--- src/rtl/tenkey_sender.sv ---
// tenkey_sender: plays a 4-digit BCD code onto a one-hot key bus as press/gap events,
// optionally followed by a one-cycle close pulse.
module tenkey_sender #(
    parameter int PRESS_CYC = 4,
    parameter int GAP_CYC   = 4
) (
    input  logic        ck,
    input  logic        reset,
    input  logic        start,
    input  logic [15:0] code,
    input  logic        with_close,
    input  logic        abort,
    output logic [9:0]  tenkey,
    output logic        close,
    output logic        busy,
    output logic        done,
    output logic        err
);
    typedef enum logic [2:0] {IDLE, PRESS, GAP, CLOSE, DONE} state_t;
    state_t      state, state_n;
    logic [1:0]  idx, idx_n;
    logic [7:0]  cnt, cnt_n;
    logic [15:0] code_q, code_n;
    logic        wc_q, wc_n, err_n;
    logic [9:0]  tenkey_n;
    logic        close_n, busy_n, done_n;
    logic        valid;
    assign valid = code[15:12] <= 4'd9 && code[11:8] <= 4'd9 && code[7:4] <= 4'd9 && code[3:0] <= 4'd9;
    // outputs are registered copies of what the next state implies, so they align with state
    always_ff @(posedge ck) begin
        if (reset) begin
            state  <= IDLE;
            idx    <= '0;
            cnt    <= '0;
            code_q <= '0;
            wc_q   <= 1'b0;
            tenkey <= '0;
            close  <= 1'b0;
            busy   <= 1'b0;
            done   <= 1'b0;
            err    <= 1'b0;
        end else begin
            state  <= state_n;
            idx    <= idx_n;
            cnt    <= cnt_n;
            code_q <= code_n;
            wc_q   <= wc_n;
            tenkey <= tenkey_n;
            close  <= close_n;
            busy   <= busy_n;
            done   <= done_n;
            err    <= err_n;
        end
    end
    always_comb begin
        state_n = state;
        idx_n   = idx;
        cnt_n   = cnt;
        code_n  = code_q;
        wc_n    = wc_q;
        err_n   = 1'b0;
        case (state)
            IDLE: begin
                if (start && !abort) begin
                    if (valid) begin
                        state_n = PRESS;
                        idx_n   = 2'd3;
                        cnt_n   = '0;
                        code_n  = code;
                        wc_n    = with_close;
                    end else begin
                        err_n = 1'b1;
                    end
                end
            end
            PRESS: begin
                if (abort) state_n = IDLE;
                else if (cnt == 8'(PRESS_CYC - 1)) begin
                    state_n = GAP;
                    cnt_n   = '0;
                end else cnt_n = cnt + 8'd1;
            end
            GAP: begin
                if (abort) state_n = IDLE;
                else if (cnt == 8'(GAP_CYC - 1)) begin
                    cnt_n = '0;
                    if (idx != 2'd0) begin
                        state_n = PRESS;
                        idx_n   = idx - 2'd1;
                    end else state_n = wc_q ? CLOSE : DONE;
                end else cnt_n = cnt + 8'd1;
            end
            CLOSE: state_n = abort ? IDLE : DONE;
            default: state_n = IDLE;
        endcase
    end
    always_comb begin
        tenkey_n = (state_n == PRESS) ? 10'd1 << code_n[{idx_n, 2'b00} +: 4] : 10'd0;
        close_n  = state_n == CLOSE;
        busy_n   = state_n == PRESS || state_n == GAP || state_n == CLOSE;
        done_n   = state_n == DONE;
    end
endmodule

--- config.mk ---
export PLATFORM = sky130hd
export DESIGN_NAME = tenkey_sender
export DESIGN_NICKNAME = d
export VERILOG_FILES = /design/src/rtl/tenkey_sender.sv
export SDC_FILE = /design/constraint.sdc
export NUM_CORES = 1
export LEC_CHECK = 0
export CORE_UTILIZATION = 40
export CTS_CLUSTER_SIZE = 10
export DETAILED_ROUTE_END_ITERATION = 10
export MAX_ROUTING_LAYER = met4
export PLACE_DENSITY = 0.73
export SLEW_MARGIN = 20
export SYNTH_ARGS = -nofsm -noshare
export SYNTH_HDL_FRONTEND = slang
export SYNTH_SLANG_ARGS = --single-unit
export TNS_END_PERCENT = 10
--- constraint.sdc ---
create_clock -name ck -period 3.4 [get_ports ck]
set_input_delay 0.85 -clock ck [delete_from_list [all_inputs] [get_ports ck]]
set_output_delay 0.85 -clock ck [all_outputs]
set_load 0.02 [all_outputs]
==> impl_metrics.toml <==
[status]
status = "completed"

[worst_hold_path]
min_path_cells = 2
hold_path_end = "code_q[10]$_SDFF_PP0_"
hold_path.class = "register to register"
worstHoldStart = "code_q[10]$_SDFF_PP0_"

[clock_network]
cts_buffers = 5
clock_path_buffers = 2
cts_sinks = 44
root_buffer = "clkbuf_8"
cts_resized = 0
cts.htree.levels = 2
cts_setup_buffers = 0
clk_pin_slew_ns = 0.08
cts_tree = "done"
clock_latency_ns = 0.30
hold_buffers = 0

[global_route]
track_usage = 0.1996
grt_max_degree = 27
grt_pass1_wl_mm = 7.803
grt_overflow = 0
grt_pass1_vias = 1686
antenna_found_initial = 0

[synthesis]
synth-seq-cells = 44
synth_edf_count = 0
synth_top_area_frac = 0.4384
synth_most_common_cell = "nand2_1"
yosys-top-cells-area = "dfxtp_1, nand2_1, a21oi_1"
syn_avg_cell_area_um2 = 8.515
synthCells = 236
synth-async-reset-ratio = 0
ys_types = 47
yosysWarningCount = 0
seq_area_frac_synth = 0.4384
yosysTopAreaCell = "dfxtp_1"
synth_flop_cell = "dfxtp_1"
yosys-top-cells-count = "nand2_1, dfxtp_1, a21oi_1"
synth_nets = 258
netlist_area_um2 = 2009

[critical_path]
crit_path_start_kind = "primary input"
worst_path_max_delay_cell = "or4b_1"
crit_start = "abort"
endpoint_kind = "register"
critPathArrivalTime_ns = 3.34
critical_path_class = "primary input to register"
reg2reg_slack_ns = 0.72
reg2reg_from = "cnt[0]$_SDFFE_PP0P_"
r2r-end = "tenkey[8]$_SDFF_PP0_"
rr_worst_depth = 9
crit_required_ns = 3.63
cp_max_fo = 5
path_cells = "clkdlybuf4s50_1 > or4b_1 > o31ai_4 > and2_1 > mux2i_1 > o22ai_2 > or2_4 > nor3b_2"
max_stage_delay_ns = 0.64

[sta]
setup_ws_ns = 0.2922
fin_hold_ws_ns = 0.4574
finalCritPeriodShare = 0.9141
relSlewSlack = 0.6522
hold_viol = 0
setup_violations = 0
finalClockSkew_ns = 0.003229
setup_tns_ns = 0
max_freq_mhz = 321.8
slew_viol_final = 0
fin_crit_ns = 3.108
worstMarginPinSlew_ns = 0.5178
rsz0062_at_grt = "no"

[placed_design]
gp_congestion = 0.8735
hpwl_mm = 3.502
dp.cells = 342
placed_cell_area_um2 = 2497
port_buffers = 34
pre_cts_slack_ns = 0.02723

[route]
wirelength_mm = 4.584
vias = 1809
detail_route.wl_per_cell_um = 13.10
drt_iter0_markers = 110
drcViolationCount = 0
ant_nets = 0
via_per_inst = 5.169
first_pass_iters = 4

[die]
die_w_um = 72.88
io_pins = 35
dieArea_um2 = 5311
num_rows = 25
die_y_um = 72.88
core_um2 = 4786
start_util = 0.4199

[power_and_ir_drop]
p_total_uw = 950.5
vdd_drop_max_v = 0.0001827
power_density_nw_per_um2 = 366.3
p_leak_nw = 0.9117

[cells_and_area]
final_util = 0.5422
layout.nets = 304
area_delta_synth_final_pct = 29.14
finalInstanceArea_um2 = 2595
num_antenna_cells = 0
fill_cells = 467
layout.cells.non_filler = 350
final_layout_size_suffix_gt1_frac = 0.1237

[run]
maxCapViolCount = 0
## sequential cells by signal, indices dropped and copies added, names as in the netlist
name and cells:
code_q 16, tenkey 10, cnt 8, state 3, idx 2, busy 1, close 1, done 1
err 1, wc_q 1
## layout make-up
| cell class | instances | area (µm²) | area share |
|---|---|---|---|
| clock inverter | 2 | 15.01 | 0.005786 |
| timing repair buffer | 48 | 445.4 | 0.1716 |
| tap | 67 | 83.83 | 0.03230 |
| inverter | 4 | 15.01 | 0.005786 |
| clock buffer | 6 | 82.58 | 0.03182 |
| multi-input combinational | 179 | 1072 | 0.4132 |
| sequential | 44 | 880.8 | 0.3394 |
## worst max-delay path by stage
stage	end	slack, ns	cells after the start
2_1_floorplan	tenkey[8]$_SDFF_PP0_	0.59	8
3_3_place_gp	tenkey[8]$_SDFF_PP0_	0.04	8
3_5_place_dp	tenkey[8]$_SDFF_PP0_	0.03	8
4_1_cts	tenkey[8]$_SDFF_PP0_	0.31	8
5_1_grt	tenkey[8]$_SDFF_PP0_	0.19	8
6_report	tenkey[8]$_SDFF_PP0_	0.29	8
## layer usage
layer,vias to the layer above,part of all wire,GRT usage
met5,-,0,-
met4,0,0.012,0.07407
met3,8,0.043,0.05939
met2,46,0.44,0.2876
met1,834,0.50,0.2636
li1,921,-,-
## critical path: cells and delay by family
kind,cells,cell delay [ns]
buffers and inverters,1,0.47
AO/OA/AOI/OAI,2,0.43
multiplexers,1,0.23
AND/OR/NAND/NOR,4,1.36
## placed cells by master, fill, tap and decap left out, types with 3 or more instances in the layout
cell type        instances
mux2i_1                  3
nor2_1                  21
xor2_1                   4
inv_1                    4
nor3_1                   6
clkdlybuf4s50_1         34
and2_1                   3
nor2b_1                  7
nand2_1                 45
clkbuf_8                 6
o211ai_1                 3
dfxtp_1                 44
and3_1                   3
o21ai_0                  8
nand4_1                  7
or3_1                    3
buf_4                   14
nand3_1                  5
a21oi_1                 23
## kinds of logic after synthesis
logic type               after synthesis  share of synthesized area
AO/OA/AOI/OAI                         55                     0.1918
XOR/XNOR                               5                    0.02179
adder cells (fa/ha/maj)                1                   0.006226
buffers and inverters                 13                    0.02802
flip-flops                            44                     0.4384
multiplexers                           5                    0.02615
AND/OR/NAND/NOR                      113                     0.2877
## where the power goes
group	leakage (nW)	internal (mW)	total, mW	switching (mW)
registers	0.355	0.521	0.525	0.00473
logic	0.513	0.0426	0.0822	0.0396
clock network	0.0434	0.164	0.343	0.178
Power figures use the tool's default switching activity.
